`config.mk`:
```
export PLATFORM = sky130hd
export DESIGN_NAME = prio_intr
export DESIGN_NICKNAME = d
export VERILOG_FILES = /design/src/rtl/vc_intr_pkg.sv /design/src/rtl/intr_arb.sv /design/src/rtl/prio_intr.sv
export SDC_FILE = /design/constraint.sdc
export NUM_CORES = 1
export LEC_CHECK = 0
export BUFFER_PORTS_ARGS = -buffer_cell sky130_fd_sc_hd__buf_2
export CORE_MARGIN = 3
export CORE_UTILIZATION = 39
export DETAILED_ROUTE_END_ITERATION = 10
export GPL_TIMING_DRIVEN = 0
export MAX_ROUTING_LAYER = met4
export PLACE_DENSITY = 0.67
export SYNTH_ARGS = -nofsm -noshare
export SYNTH_HDL_FRONTEND = slang
export SYNTH_HIERARCHICAL = 1
export SYNTH_SLANG_ARGS = --single-unit
```
`constraint.sdc`:
```
create_clock -name clk -period 18.3 [get_ports clk]
set_clock_uncertainty 0.05 [all_clocks]
set_input_delay 0.915 -clock clk [delete_from_list [all_inputs] [get_ports clk]]
set_output_delay 0.915 -clock clk [all_outputs]
set_load 0.02 [all_outputs]
```
`src/rtl/vc_intr_pkg.sv`:
```
// ---------------------------------------------------------------------------
// vc_intr_pkg
// Shared definitions for the prioritised interrupt controller: word register
// indices of the CPU-facing bus, the largest supported source count and the
// width of a source id (id 0 means "no source", ids 1..15 name sources 0..14).
// ---------------------------------------------------------------------------
package vc_intr_pkg;

    localparam int MAX_NSRC = 15;
    localparam int ID_W     = 4;

    typedef logic [ID_W-1:0] intr_id_t;

    localparam logic [3:0] REG_PENDING   = 4'd0;
    localparam logic [3:0] REG_ENABLE    = 4'd1;
    localparam logic [3:0] REG_MODE      = 4'd2;
    localparam logic [3:0] REG_CLAIM     = 4'd3;
    localparam logic [3:0] REG_COMPLETE  = 4'd4;
    localparam logic [3:0] REG_THRESHOLD = 4'd5;
    localparam logic [3:0] REG_PRIO0     = 4'd8;
    localparam logic [3:0] REG_PRIO1     = 4'd9;
    localparam logic [3:0] REG_PRIO2     = 4'd10;
    localparam logic [3:0] REG_PRIO3     = 4'd11;

    // Word index of the PRIO register that holds source i (four per word).
    function automatic logic [3:0] prio_word(input int i);
        return REG_PRIO0 + 4'(i / 4);
    endfunction

endpackage

```
`src/rtl/intr_arb.sv`:
```
// ---------------------------------------------------------------------------
// intr_arb
// Purely combinational arbiter: picks the eligible source with the highest
// priority, lowest index on ties.
//   eligible  : one bit per source, already qualified by the caller
//   prio_flat : priority of source i at bits [i*PW +: PW]
//   win_id    : winner index + 1 (0 when nothing is eligible)
//   win_valid : at least one source eligible
// ---------------------------------------------------------------------------
module intr_arb
    import vc_intr_pkg::*;
#(
    parameter int NSRC = 8,
    parameter int PW   = 2
) (
    input  logic [NSRC-1:0]    eligible,
    input  logic [NSRC*PW-1:0] prio_flat,
    output intr_id_t           win_id,
    output logic               win_valid
);

    logic [PW-1:0] best_prio;

    // Scan from index 0 upward; only a strictly higher priority displaces
    // the current pick, which is what gives the lowest index on ties.
    always_comb begin
        win_valid = 1'b0;
        win_id    = '0;
        best_prio = '0;
        for (int i = 0; i < NSRC; i++) begin
            if (eligible[i] && (!win_valid || (prio_flat[i*PW +: PW] > best_prio))) begin
                win_valid = 1'b1;
                win_id    = ID_W'(i + 1);
                best_prio = prio_flat[i*PW +: PW];
            end
        end
    end

endmodule

```
`src/rtl/prio_intr.sv`:
```
// ---------------------------------------------------------------------------
// prio_intr
// Prioritised interrupt controller with claim/complete handshake.
//   clk, reset   : single clock, synchronous active-high reset
//   src          : raw request lines, registered once on entry
//   interrupt    : registered request to the CPU
//   io_addr      : word register index
//   io_write     : write strobe (io_wdata)
//   io_read      : read strobe; a CLAIM read has side effects
//   io_rdata     : combinational read data for io_addr
// Register words: 0 PENDING (W1C), 1 ENABLE, 2 MODE, 3 CLAIM, 4 COMPLETE,
// 5 THRESHOLD, 8..11 PRIO (four 4-bit slots per word).
// Build option: define PRIO_INTR_EDGE_EN to get the MODE register and
// per-source rising-edge capture; otherwise every source is level-sensitive.
// ---------------------------------------------------------------------------
module prio_intr
    import vc_intr_pkg::*;
#(
    parameter int NSRC = 8,
    parameter int PW   = 2
) (
    input  logic            clk,
    input  logic            reset,
    input  logic [NSRC-1:0] src,
    output logic            interrupt,
    input  logic [3:0]      io_addr,
    input  logic            io_write,
    input  logic            io_read,
    input  logic [15:0]     io_wdata,
    output logic [15:0]     io_rdata
);

    logic [NSRC-1:0] src_q, src_d;
    logic [NSRC-1:0] pending_q, pending_d;
    logic [NSRC-1:0] enable_q, enable_d;
    logic [NSRC-1:0] in_service_q, in_service_d;
    logic [PW-1:0]   threshold_q, threshold_d;
    logic [PW-1:0]   prio_q [NSRC];
    logic [PW-1:0]   prio_d [NSRC];
    logic            interrupt_q, interrupt_d;

    logic [NSRC-1:0]    eligible;
    logic [NSRC*PW-1:0] prio_flat;
    intr_id_t           win_id;
    logic               win_valid;
    logic               claim_fire;
    logic [NSRC-1:0]    claim_set;
    logic [NSRC-1:0]    complete_clr;
    logic [15:0]        prio_rd [4];
    logic [15:0]        mode_rd;

`ifdef PRIO_INTR_EDGE_EN
    logic [NSRC-1:0] src_prev_q, src_prev_d;
    logic [NSRC-1:0] mode_q, mode_d;
    logic [NSRC-1:0] rise;
    logic [NSRC-1:0] w1c;
    logic [NSRC-1:0] pend_clr;
`endif

    // A claim only has side effects when it actually hands out a source and
    // no write shares the cycle.
    assign claim_fire = io_read && !io_write && (io_addr == REG_CLAIM) && win_valid;

    generate
        for (genvar gi = 0; gi < NSRC; gi++) begin : g_src
            localparam logic [3:0] PWORD = prio_word(gi);

            assign eligible[gi] = pending_q[gi] && enable_q[gi] && !in_service_q[gi]
                                  && (prio_q[gi] > threshold_q);
            assign prio_flat[gi*PW +: PW] = prio_q[gi];
            assign claim_set[gi] = claim_fire && (win_id == ID_W'(gi + 1));
            assign complete_clr[gi] = io_write && (io_addr == REG_COMPLETE)
                                      && (io_wdata == 16'(gi + 1));
            assign prio_d[gi] = (io_write && (io_addr == PWORD))
                                ? io_wdata[4*(gi%4) +: PW] : prio_q[gi];
        end
    endgenerate

    intr_arb #(
        .NSRC (NSRC),
        .PW   (PW)
    ) u_arb (
        .eligible  (eligible),
        .prio_flat (prio_flat),
        .win_id    (win_id),
        .win_valid (win_valid)
    );

    always_comb begin
        src_d        = src;
        enable_d     = (io_write && (io_addr == REG_ENABLE)) ? io_wdata[NSRC-1:0] : enable_q;
        threshold_d  = (io_write && (io_addr == REG_THRESHOLD)) ? io_wdata[PW-1:0] : threshold_q;
        in_service_d = (in_service_q | claim_set) & ~complete_clr;
        interrupt_d  = |eligible;
`ifdef PRIO_INTR_EDGE_EN
        src_prev_d = src_q;
        mode_d     = (io_write && (io_addr == REG_MODE)) ? io_wdata[NSRC-1:0] : mode_q;
        rise       = src_q & ~src_prev_q;
        w1c        = (io_write && (io_addr == REG_PENDING)) ? io_wdata[NSRC-1:0] : '0;
        pend_clr   = w1c | claim_set;
        // Edge sources: a new edge wins over a same-cycle clear.
        // Level sources simply track the registered line.
        pending_d  = (mode_q & ((pending_q & ~pend_clr) | rise)) | (~mode_q & src_q);
        mode_rd    = 16'(mode_q);
`else
        pending_d  = src_q;
        mode_rd    = '0;
`endif
    end

    always_ff @(posedge clk) begin
        if (reset) begin
            src_q        <= '0;
            pending_q    <= '0;
            enable_q     <= '0;
            in_service_q <= '0;
            threshold_q  <= '0;
            interrupt_q  <= 1'b0;
            for (int i = 0; i < NSRC; i++) prio_q[i] <= '0;
        end else begin
            src_q        <= src_d;
            pending_q    <= pending_d;
            enable_q     <= enable_d;
            in_service_q <= in_service_d;
            threshold_q  <= threshold_d;
            interrupt_q  <= interrupt_d;
            for (int i = 0; i < NSRC; i++) prio_q[i] <= prio_d[i];
        end
    end

`ifdef PRIO_INTR_EDGE_EN
    always_ff @(posedge clk) begin
        if (reset) begin
            src_prev_q <= '0;
            mode_q     <= '0;
        end else begin
            src_prev_q <= src_prev_d;
            mode_q     <= mode_d;
        end
    end
`endif

    assign interrupt = interrupt_q;

    // Pack the priority slots back into their bus words.
    always_comb begin
        for (int k = 0; k < 4; k++) prio_rd[k] = '0;
        for (int i = 0; i < NSRC; i++) prio_rd[i/4][4*(i%4) +: PW] = prio_q[i];
    end

    always_comb begin
        io_rdata = '0;
        case (io_addr)
            REG_PENDING:   io_rdata = 16'(pending_q);
            REG_ENABLE:    io_rdata = 16'(enable_q);
            REG_MODE:      io_rdata = mode_rd;
            REG_CLAIM:     io_rdata = 16'(win_id);
            REG_THRESHOLD: io_rdata = 16'(threshold_q);
            REG_PRIO0:     io_rdata = prio_rd[0];
            REG_PRIO1:     io_rdata = prio_rd[1];
            REG_PRIO2:     io_rdata = prio_rd[2];
            REG_PRIO3:     io_rdata = prio_rd[3];
            default:       io_rdata = '0;
        endcase
    end

endmodule

```
==> results of run 1 <==
==> worst max-delay path by stage <==
stage / from / to / slack [ps] / depth (start not counted)
final: threshold_q[1]$_SDFFE_PP0P_ / io_rdata[1] / 5680 / 50
after global routing: threshold_q[1]$_SDFFE_PP0P_ / io_rdata[2] / 4800 / 50
after CTS: threshold_q[1]$_SDFFE_PP0P_ / io_rdata[0] / 5870 / 50
after detailed placement: threshold_q[1]$_SDFFE_PP0P_ / io_rdata[0] / 6270 / 50
after global placement: threshold_q[1]$_SDFFE_PP0P_ / io_rdata[0] / 6080 / 46
after floorplan: threshold_q[1]$_SDFFE_PP0P_ / io_rdata[2] / 7760 / 45
==> registers in the layout, indices dropped and copies added, names as in the netlist <==
signal        count
threshold_q       2
in_service_q      8
interrupt         1
pending_d         8
prio_q           16
pending_q         8
enable_q          8
==> cell usage in the layout (no fill, tap or decap), drive strengths merged, types with 3 or more instances in the layout <==
cell,Yosys,final
inv,36,37
a31oi,4,4
nor3b,8,8
nor2b,24,24
a41oi,7,7
clkbuf,9,15
a22oi,7,7
or3,3,3
mux2i,27,27
nor2,32,32
nand3b,4,4
mux2,5,5
nand2b,5,5
nor3,7,7
nand2,24,24
nor4b,3,3
a2bb2oi,5,5
o21ai,15,15
a21oi,18,18
a21o,4,4
and2,3,3
and3b,5,5
dfxtp,51,51
a211oi,8,8
o21a,3,3
nor4,3,3
conb,1,4
buf,12,54
a221oi,5,5
ha,30,30
==> worst register-to-register path: cells and delay by family, from the launching register on <==
kind	cells	cell delay (ps)
muxes	3	980
and+or+nand+nor	10	1500
DFF	1	370
AOI/OAI and AO/OA	24	5910
buffers and inverters	4	540
adders and majority gates	8	2140
==> layer usage <==
metal | track usage | vias to the layer above | wire [µm]
met5 | - | - | 0
met4 | 0.0557 | 0 | 184
met3 | 0.0266 | 20 | 695
met2 | 0.315 | 139 | 4510
met1 | 0.268 | 1469 | 4210
li1 | - | 1502 | -
==> cells in the mapped netlist, types with 4 or more instances <==
cell type / n / area (µm²)
sky130_fd_sc_hd__a211oi_1: 8 / 60.1
sky130_fd_sc_hd__a21o_1: 4 / 30.0
sky130_fd_sc_hd__a21oi_1: 18 / 90.1
sky130_fd_sc_hd__a221oi_1: 4 / 35.0
sky130_fd_sc_hd__a22oi_1: 7 / 52.6
sky130_fd_sc_hd__a2bb2oi_1: 5 / 43.8
sky130_fd_sc_hd__a41oi_1: 7 / 61.3
sky130_fd_sc_hd__and3b_1: 4 / 35.0
sky130_fd_sc_hd__buf_2: 5 / 25.0
sky130_fd_sc_hd__buf_4: 5 / 37.5
sky130_fd_sc_hd__clkbuf_1: 9 / 33.8
sky130_fd_sc_hd__dfxtp_1: 51 / 1020
sky130_fd_sc_hd__ha_1: 30 / 375
sky130_fd_sc_hd__inv_1: 35 / 131
sky130_fd_sc_hd__mux2i_1: 26 / 260
sky130_fd_sc_hd__nand2_1: 24 / 90.1
sky130_fd_sc_hd__nand2b_1: 5 / 31.3
sky130_fd_sc_hd__nand3b_1: 4 / 30.0
sky130_fd_sc_hd__nor2_1: 32 / 120
sky130_fd_sc_hd__nor2b_1: 24 / 150
sky130_fd_sc_hd__nor3_1: 7 / 35.0
sky130_fd_sc_hd__nor3b_1: 7 / 52.6
sky130_fd_sc_hd__o21ai_0: 14 / 70.1
==> final cells by class <==
| type | instances | area share |
|---|---|---|
| tap | 105 | 0.0338 |
| clock buffer | 6 | 0.0187 |
| multi-input combinational | 285 | 0.555 |
| sequential | 51 | 0.263 |
| clock inverter | 2 | 0.00999 |
| timing repair buffer | 42 | 0.0541 |
| buffer | 21 | 0.0306 |
| inverter | 36 | 0.0348 |
==> power by group through the flow <==
stage / combinational, mW / clock (mW) / sequential, mW
2_1_floorplan: 0.0132 / 0 / 0.117
3_3_place_gp: 0.0211 / 0 / 0.117
3_5_place_dp: 0.0217 / 0 / 0.117
4_1_cts: 0.0217 / 0.0830 / 0.115
5_1_grt: 0.0242 / 0.0873 / 0.115
6_report: 0.0218 / 0.0819 / 0.115
==> through the flow <==
| step | setup WS, ps | total power [mW] | hold WS [ps] | cell area [µm²] | cells |
|---|---|---|---|---|---|
| 2_1_floorplan | 7760 | 0.130 | 364 | 3420 | 393 |
| 3_3_place_gp | 6080 | 0.139 | 367 | 3770 | 540 |
| 3_5_place_dp | 6270 | 0.139 | 373 | 3770 | 540 |
| 4_1_cts | 5870 | 0.220 | 395 | 3880 | 548 |
| 5_1_grt | 4800 | 0.227 | 409 | 3880 | 548 |
| 6_report | 5680 | 0.219 | 391 | 3880 | 548 |
==> logic make-up (layout without fill, tap and decap cells) <==
family	after synthesis	in the layout	share of synthesized area
fa+ha+maj	30	30	0.110
buf+inv	57	107	0.0744
simple gates	128	128	0.210
mux	34	34	0.115
flops	51	51	0.299
other cells	1	4	0.00110
compound gates	89	89	0.191
==> impl_summary.md, run 1 <==
Clock network
In this run, post-CTS hold repair placed 0 buffers. The total clock buffers created by CTS is 5. The insertion delay to the later sink of the worst-skew pair is 310 ps. The clock root buffer master is sky130_fd_sc_hd__clkbuf_8. After clock tree synthesis, the clock-pin slew on the worst setup and hold paths is 90 ps.

In this run, post-CTS repair resized a total of 0 instances. The number of buffers inserted to repair setup after CTS is 0. No sink is reached through more buffers than the 2 on the longest clock path. TritonCTS built the clock tree. The clock net in this run drives a total of slightly above 50 sinks.

The H-tree depth is 2.

Floorplan
The die boundary height is 99.6 µm. The effective utilization at floorplan is 0.409. The number of top-level design ports is 49. The x dimension of the die is 99.6 µm. The die covers 9910 µm². After floorplanning, the core was divided into 33 placement rows. The placeable core region is 8340 µm².

Layout
The count of antenna diodes in the layout is 0. The area added between synthesis and finish is 13.8%. The number of fill cells in the layout is between 800 and 900. In the final layout, flip-flops and latches occupy 1020 µm².

In the final layout, the share of cells above drive strength 1 is 0.178. In the final layout, the multi-input gates occupy 2160 µm². At the end of the flow, the number of nets in the layout was approximately 500.

The final cell utilization of the core is 0.466.

Placed design
The number of port buffers is 42. The HPWL after detailed placement is about 7500 µm. The final estimated routing congestion in global placement is roughly 0.92.

GRT
The first-pass GRT wire length is ~15000 µm. The total routing usage reported by global routing is 0.199. The total overflow left after global routing is 0. The number of antenna violations at the first check in global routing is 0. The number of global-route vias before repair came to 2945. The largest net degree at the start of global routing is 17.

STA
At the pin with the least slew margin, the transition time is 1020 ps. Based on the critical path, the design can be clocked at up to 79.3 MHz. The accumulated negative setup slack is 0 ps.

The relative max-transition margin is 0.302. The worst path in the final design needs a cycle of 12620 ps, including I/O delays and setup. The post-route fraction of the period consumed by the critical path is 0.690. The count of endpoints failing hold in the final timing report is 0.

The final-report setup violation count is 0. Setup repair after global routing left no endpoint under its margin. The number of max-slew violations in the final report is 0.

Detailed routing
The number of design-rule violations left by the first detailed-router iteration is between 100 and 150. The number of nets still failing antenna checks after routing is 0. The post-detailed-route DRC marker count is 0. The sum of routed wire length over all layers is 9600 µm.

Dividing the detail-routed wire length by the instance count gives 17.5 µm. The number of iterations in the first detailed-routing pass is 5. The average vias per placed instance is 5.71.

The detailed-route via count is 3130.

Power and ir drop
VDD sags by at most 0.0366 mV. In this run the power spent charging and discharging nets is 55.1 µW. The internal portion of the total power is 164 µW. The total power density per cell area is approximately 56 nW/µm².

The share of total power dissipated in sequential elements is 0.526. The combinational share of power is 0.100. The leakage component of the power is 1.63 nW.

The fraction of power spent switching nets is 0.252. Of the total power, the clock network draws 0.375.

Synthesis
The mean cell area of the mapped netlist is approximately 8.8 µm². The async set or reset register ratio after synthesis is 0. The count of different cell masters after synthesis is 60. The count of synthesis-stage warnings from yosys is 6.

The share of the Yosys chip area taken by registers is 0.299. Among all flip-flop cells after synthesis, the most frequent one is sky130_fd_sc_hd__dfxtp_1. After technology mapping, the gate count stands at 390. The synthesized flop and latch total is 51.

The post-synthesis instance area is 3410 µm². The synthesized design contains 0 enable-type register cells.

Min path
The instance count along the most critical hold path is 1. The startpoint identified for the worst hold timing path is pending_d[5]$_SDFF_PP0_. The worst hold path belongs to the class register to register.

The worst hold path terminates at pending_q[5]$_SDFF_PP0_.

Run
Max-cap violations in this run came to 0.

Critical path
The most numerous cell type found on the critical path is sky130_fd_sc_hd__ha_1. The data arrival time of the critical path is 11650 ps. The worst reg2reg path depth is 49. The peak per-stage delay on the critical path is slightly below 900 ps. The number of buffers and inverters on the critical path is 5.

The data required time at the worst endpoint is roughly 17000 ps. The critical path is of the register to output pin type. The worst setup path is launched from a register.

The cell family contributing the most delay on the critical path is compound AO/OA/AOI/OAI gates. The worst register-to-register path begins at threshold_q[1]$_SDFFE_PP0P_. The critical path's slowest cell is sky130_fd_sc_hd__a2111oi_0. In this run the worst path has a maximum fanout of 9. The worst register-to-register path ends at in_service_q[2]$_SDFF_PP0_. The worst setup path is captured at an output pin. The register-to-register setup slack is 6770 ps.

Outcome
The run finished with clean final reports.
No activity file was read; power rests on OpenSTA's default activity.
==> run 2, diff against run 1 <==
- clock period: 18.3 -> 13 ns (I/O delays scaled with it)
==> run 2 against run 1 <==
Net effect:
- combinational power up 41%
- largest power group unchanged
- register-to-register slack worse by 5000 ps
- critical path depth did not move
- flip-flop and latch count unchanged
- via count grew 0.67%
- die area did not move
- worst hold slack barely moved
- count of clock-buffer cells in the layout unchanged
- final area about the same
- first-iteration DRC count grew 20%
- sequential power rose by 41%
==> impl_summary.md, run 2 (synthesis gave the netlist of run 1 again) <==
STA
For this run, the top clock speed supported by timing is 83.0 MHz. The smallest clock period supported by the final layout is computed as 12050 ps. The count of endpoints failing hold in the final timing report is 0 (unchanged). The tightest hold margin is 391 ps (about the same). The relative max-transition margin is 0.360 (was 0.302).

The post-route fraction of the period consumed by the critical path is 0.927. The final-report setup violation count was 0 (unchanged). The accumulated negative setup slack is 0 ps (unchanged). RSZ-0062 raised after global routing: no (unchanged). The number of max-slew violations in the final report is 0 (unchanged). The slew of the pin with the lowest slew margin came to 958 ps (was 1020 ps).

Power and ir drop
The total power density per cell area is 79.3 nW/µm² (was 56.3 nW/µm²). The leakage component of the power was 1.63 nW (about the same). The highest ir drop seen on vdd is 0.0515 mV (was 0.0366 mV).

Critical path
The data required time at the worst endpoint is 12300 ps (was 17340 ps). The kind of start point of the critical path was a register (unchanged). The worst-path maximum fanout is 9 (unchanged).

The launch instance of the worst register-to-register path is threshold_q[1]$_SDFFE_PP0P_ (unchanged). The register-to-register setup slack is 1770 ps (was 6770 ps). The reg-to-reg endpoint is in_service_q[2]$_SDFF_PP0_ (unchanged). The data arrival time of the critical path came to 11350 ps (was 11650 ps). The critical path's slowest cell is sky130_fd_sc_hd__a2111oi_1 (was sky130_fd_sc_hd__a2111oi_0). The dominant cell type by count on the critical path is sky130_fd_sc_hd__ha_1 (unchanged).

The peak per-stage delay on the critical path was 720 ps (was 890 ps). The path type of the worst setup path was register to output pin (unchanged). The endpoint kind of the worst setup timing path is an output pin (unchanged). The worst reg2reg path depth is 49 (unchanged).

Clock network
The H-tree depth was 2 (unchanged). The clock root buffer master is sky130_fd_sc_hd__clkbuf_8 (unchanged). The post-cts resize count is 0 (unchanged). The number of clock sinks seen by CTS is 51 (unchanged). The number of hold buffers added after cts is 0 (unchanged). The maximum count of clock buffers along a single path is 2 (unchanged). The insertion delay to the later sink of the worst-skew pair was 320 ps (was 310 ps).

The CTS clock-pin slew for the worst setup and hold paths was 90 ps (about the same). The CTS tree is done (unchanged). The number of buffers inserted to repair setup after CTS is 0 (unchanged). The total clock buffers created by CTS is 5 (unchanged).

GRT
The number of global-route vias before repair is 2945 (unchanged). The total routing usage reported by global routing is 0.199 (unchanged). The number of antenna violations at the first check in global routing is 0 (unchanged).

The largest net degree at the start of global routing is 17 (unchanged). The first-pass GRT wire length is 15300 µm (unchanged). The global route total overflow is 0 (unchanged).

Layout
The count of antenna diodes in the layout is 0 (unchanged). The final cell utilization of the core is 0.466 (about the same). The register with the highest flop count is prio_q (unchanged). The area added between synthesis and finish is 13.8% (about the same). The share of post-route cells with drive strength above 1 is 0.178 (unchanged).

The final standard cell area without fillers is 3880 µm² (about the same). The most common library cell in the layout ignoring fill and taps is sky130_fd_sc_hd__dfxtp_1 (unchanged). The number of fill cells in the layout is 848 (was 849). The number of flip-flops under the largest register name was 16 (unchanged). The final non-filler cell total is 548 (unchanged). The final net count was 504 (unchanged). Commonest cells after routing, fill and taps aside: 51 x sky130_fd_sc_hd__dfxtp_1, 47 x sky130_fd_sc_hd__buf_2, 35 x sky130_fd_sc_hd__inv_1 (unchanged).

Detailed routing
The number of design-rule violations left by the first detailed-router iteration came to 150 (was 125). The post-detailed-route DRC marker count is 0 (unchanged). The detailed-route via count was 3151 (was 3130). The sum of routed wire length over all layers came to 9600 µm (about the same).

The number of nets still failing antenna checks after routing came to 0 (unchanged). The average routed wire per standard cell is 17.5 µm (about the same). The average vias per placed instance is 5.75 (was 5.71).

The number of iterations in the first detailed-routing pass is 6 (was 5).

Placed design
The placed instance count was 540 (unchanged). The final estimated routing congestion in global placement is 0.919 (unchanged). The HPWL after detailed placement was 7500 µm (unchanged). The placed instance area is 3770 µm² (unchanged). The number of port buffers is 42 (unchanged).

Min path
The instance count along the most critical hold path is 1 (unchanged). The launch instance of the worst min-delay path is pending_d[5]$_SDFF_PP0_ (unchanged). The path class of the lowest-slack min-delay path is register to register (unchanged). The endpoint of the worst hold path is pending_q[5]$_SDFF_PP0_ (unchanged).

Floorplan
The placeable core region is 8340 µm² (unchanged). The die boundary height is 99.6 µm (unchanged). The die outline area is 9910 µm² (unchanged). The effective utilization at floorplan is 0.409 (unchanged). The number of top-level design ports is 49 (unchanged).

The row count came to 33 (unchanged). The x dimension of the die is 99.6 µm (unchanged).

Outcome
Outcome: finished clean (unchanged).

Run
The max-cap violation count is 0 (unchanged).
[run 2: cell count changes in the layout (fill, tap and decap cells not counted)]
cell	previous run	this run
sky130_fd_sc_hd__a2111oi_0	1	0
sky130_fd_sc_hd__a2111oi_1	0	1
sky130_fd_sc_hd__o21ai_0	14	13
sky130_fd_sc_hd__o21ai_1	1	2
[run 2: how the worst max path moves through the flow]
stage,from,endpoint,depth (start not counted)
5_1_grt,threshold_q[1]$_SDFFE_PP0P_,io_rdata[2],50
2_1_floorplan,threshold_q[1]$_SDFFE_PP0P_,io_rdata[2],45
3_5_place_dp,threshold_q[1]$_SDFFE_PP0P_,io_rdata[0],50
6_report,threshold_q[1]$_SDFFE_PP0P_,io_rdata[0],50
4_1_cts,threshold_q[1]$_SDFFE_PP0P_,io_rdata[0],50
3_3_place_gp,threshold_q[1]$_SDFFE_PP0P_,io_rdata[0],46
[run 2: cell type report]
cell class,instances,area (µm²),share of cell area
multi-input combinational,285,2160,0.555
sequential,51,1020,0.263
timing repair buffer,42,210,0.0541
inverter,36,135,0.0348
tap,105,131,0.0338
buffer,21,119,0.0306
clock buffer,6,72.6,0.0187
clock inverter,2,38.8,0.00998
[run 2: where the power goes]
part | switching [mW] | total, mW | internal, mW
Clock | 0.0572 | 0.115 | 0.0583
Sequential | 0.00232 | 0.162 | 0.159
Combinational | 0.0182 | 0.0307 | 0.0125
[run 2: metal layers]
layer / global-route usage / wire (µm) / vias to the layer above / share of wire
met5: - / 0 / - / 0
met4: 0.0557 / 184 / 0 / 0.019
met3: 0.0266 / 606 / 18 / 0.063
met2: 0.315 / 4520 / 131 / 0.47
met1: 0.268 / 4290 / 1497 / 0.45
li1: - / - / 1505 / -
[run 2: per-stage QoR]
| stage | worst slack (ps) | power (mW) |
|---|---|---|
| after global placement | 1050 | 0.195 |
| after floorplan | 2720 | 0.183 |
| after global routing | 145 | 0.319 |
| after detailed placement | 1240 | 0.196 |
| final | 949 | 0.308 |
| after CTS | 838 | 0.309 |
[run 2: critical path, delay by kind of cell, from the launching register on]
family,cells,cell delay [ps]
AND/OR/NAND/NOR,9,1130
adder cells (fa/ha/maj),8,2130
flip-flops,1,370
multiplexers,3,1000
AO/OA/AOI/OAI,25,5670
buffers and inverters,5,740
==> run 3, diff against run 2 <==
- RECOVER_POWER: unset -> 50
==> run 3 against run 2 <==
Net effect:
- cell count stayed put
- flip-flop and latch count did not move
- count of clock-buffer cells in the layout stayed put
- first-iteration DRC count is 19% lower
- final area fell by 0.61%
- maximum frequency increased by 0.36%
- global-route usage unchanged
- combinational power barely moved
- wire length is 0.34% lower
- setup slack improved by 43 ps
- critical path depth unchanged
- critical path type unchanged
- largest power group unchanged
==> impl_summary.md, run 3 (synthesis gave the netlist of run 1 again) <==
Detailed routing
The detailed-route via count came to 3138 (was 3151). The met3 wirelength from detailed routing came to 723 µm (was 606 µm). The sum of routed wire length over all layers is 9570 µm (was 9600 µm). The top routing layer in use is met4 (unchanged). The number of nets still failing antenna checks after routing is 0 (unchanged). The average routed wire per standard cell was 17.5 µm (about the same). The post-detailed-route DRC marker count was 0 (unchanged).

The number of design-rule violations left by the first detailed-router iteration came to 121 (was 150). The detailed-route wire length on metal 1 is 4150 µm (was 4290 µm). The sum of met2 wire segment lengths after detailed routing is 4510 µm (was 4520 µm). The number of iterations in the first detailed-routing pass is 5 (was 6).

The average vias per placed instance is 5.73 (was 5.75).

Power and ir drop
The leakage component of the power was 1.61 nW (was 1.63 nW). The highest ir drop seen on vdd is 0.0514 mV (was 0.0515 mV). The total power density per cell area is 79.4 nW/µm² (was 79.3 nW/µm²).

STA
The count of endpoints failing hold in the final timing report is 0 (unchanged). The accumulated negative setup slack is 0 ps (unchanged). The slew of the pin with the lowest slew margin is 951 ps (was 958 ps).

The final-report setup violation count is 0 (unchanged). The maximum clock frequency came to 83.3 MHz (was 83.0 MHz). RSZ-0062 raised after global routing: no (unchanged).

The number of max-slew violations in the final report was 0 (unchanged). The shortest period the worst path allows is 12010 ps (was 12050 ps). The relative max-transition margin came to 0.365 (was 0.360). The post-route fraction of the period consumed by the critical path was 0.924 (was 0.927).

Clock network
The maximum count of clock buffers along a single path is 2 (unchanged). The clock root buffer master is sky130_fd_sc_hd__clkbuf_8 (unchanged). The CTS tree was done (unchanged).

The number of hold buffers added after cts is 0 (unchanged). The H-tree depth is 2 (unchanged). The CTS clock-pin slew for the worst setup and hold paths is 90 ps (about the same). The insertion delay to the later sink of the worst-skew pair is 310 ps (was 320 ps). The total clock buffers created by CTS was 5 (unchanged). The number of clock sinks seen by CTS was 51 (unchanged).

Critical path
The worst-path maximum fanout is 9 (unchanged). The path type of the worst setup path is register to output pin (unchanged). The kind of start point of the critical path is a register (unchanged). The data required time at the worst endpoint is 12300 ps (about the same).

The dominant cell type by count on the critical path is sky130_fd_sc_hd__ha_1 (unchanged). The endpoint kind of the worst setup timing path is an output pin (unchanged). The data arrival time of the critical path is 11310 ps (was 11350 ps). The peak per-stage delay on the critical path is 720 ps (about the same).

The critical path's slowest cell was sky130_fd_sc_hd__a2111oi_1 (unchanged).

Layout
The combined flip-flop and latch cell area is 1020 µm² (unchanged). The final cell utilization of the core is 0.463 (was 0.466). Commonest cells after routing, fill and taps aside: 51 x sky130_fd_sc_hd__dfxtp_1, 41 x sky130_fd_sc_hd__buf_2, 35 x sky130_fd_sc_hd__inv_1 (was 51 x sky130_fd_sc_hd__dfxtp_1, 47 x sky130_fd_sc_hd__buf_2, 35 x sky130_fd_sc_hd__inv_1). The share of post-route cells with drive strength above 1 came to 0.158 (was 0.178). The final net count came to 504 (unchanged). The count of antenna diodes in the layout is 0 (unchanged). The most common library cell in the layout ignoring fill and taps is sky130_fd_sc_hd__dfxtp_1 (unchanged). The final non-filler cell total was 548 (unchanged).

The number of fill cells in the layout was 855 (was 848). The register with the highest flop count was prio_q (unchanged). The number of flip-flops under the largest register name is 16 (unchanged). The area added between synthesis and finish is 13.1% (was 13.8%).

The multi-input gate area in the final layout is 2150 µm² (was 2160 µm²).

GRT
The largest net degree at the start of global routing is 17 (unchanged). The number of global-route vias before repair is 2945 (unchanged). The global route total overflow is 0 (unchanged). The number of antenna violations at the first check in global routing is 0 (unchanged). The first-pass GRT wire length is 15300 µm (unchanged). The total routing usage reported by global routing is 0.199 (unchanged).

Floorplan
The row count is 33 (unchanged). The x dimension of the die was 99.6 µm (unchanged). The die boundary height is 99.6 µm (unchanged). The number of top-level design ports is 49 (unchanged). The die outline area is 9910 µm² (unchanged). The placeable core region is 8340 µm² (unchanged). The effective utilization at floorplan was 0.409 (unchanged).

Min path
The path class of the lowest-slack min-delay path is register to register (unchanged).

Run
The max-cap violation count is 0 (unchanged).

Placed design
The placed instance count is 540 (unchanged). The final estimated routing congestion in global placement is 0.919 (unchanged). The HPWL after detailed placement was 7500 µm (unchanged). The number of port buffers is 42 (unchanged).

Outcome
Outcome: finished clean (unchanged).
run 3: changes by cell type in the layout (fill, tap and decap cells not counted), sizes merged:
| cell | delta |
|---|---|
| buf | -8 |
| clkbuf | +8 |
run 3: worst max-delay path, delay by kind of cell (launching register included):
family          cells  cell delay (ps)
flops               1              370
simple gates        9             1140
mux                 3              960
fa+ha+maj           8             2150
buf+inv             5              740
compound gates     25             5680
run 3: where the power goes:
part           internal, mW  switching [mW]  total, mW
Combinational        0.0122          0.0182     0.0304
Sequential            0.159         0.00233      0.162
Clock                0.0583          0.0560      0.114
Total                 0.230          0.0766      0.307
run 3: final timing paths:
| kind | from | end | slack, ps | depth (start not counted) |
|---|---|---|---|---|
| max | threshold_q[1]$_SDFFE_PP0P_ | io_rdata[0] | 990 | 50 |
| min | pending_d[5]$_SDFF_PP0_ | pending_q[5]$_SDFF_PP0_ | 390 | 1 |
| max reg2reg | threshold_q[1]$_SDFFE_PP0P_ | in_service_q[2]$_SDFF_PP0_ | 1820 | 49 |
| min reg2reg | pending_d[5]$_SDFF_PP0_ | pending_q[5]$_SDFF_PP0_ | 390 | 1 |
run 3: final cells by class:
type | count | share of cell area
clock buffer | 6 | 0.0188
inverter | 36 | 0.0350
tap | 105 | 0.0340
clock inverter | 2 | 0.0100
sequential | 51 | 0.264
buffer | 21 | 0.0272
multi-input combinational | 285 | 0.557
timing repair buffer | 42 | 0.0531
run 3: what timing repair did:
item                                    4_1_cts  5_1_grt
endpoints found under the setup margin        0        3
gates resized for setup                       0        2
buffers inserted                              0        0
run 3: per-stage QoR:
| stage | area [µm²] | total power [mW] | hold WS, ps | worst slack, ps |
|---|---|---|---|---|
| after floorplan | 3420 | 0.183 | 364 | 2720 |
| after global placement | 3770 | 0.195 | 367 | 1050 |
| after detailed placement | 3770 | 0.196 | 373 | 1240 |
| after CTS | 3880 | 0.309 | 395 | 838 |
| after global routing | 3860 | 0.319 | 409 | 145 |
| final | 3860 | 0.307 | 391 | 992 |
run 3: metal layers:
metal,global-route usage,vias to the layer above
li1,-,1505
met1,0.268,1474
met2,0.315,137
met3,0.0266,22
met4,0.0557,0
met5,-,-
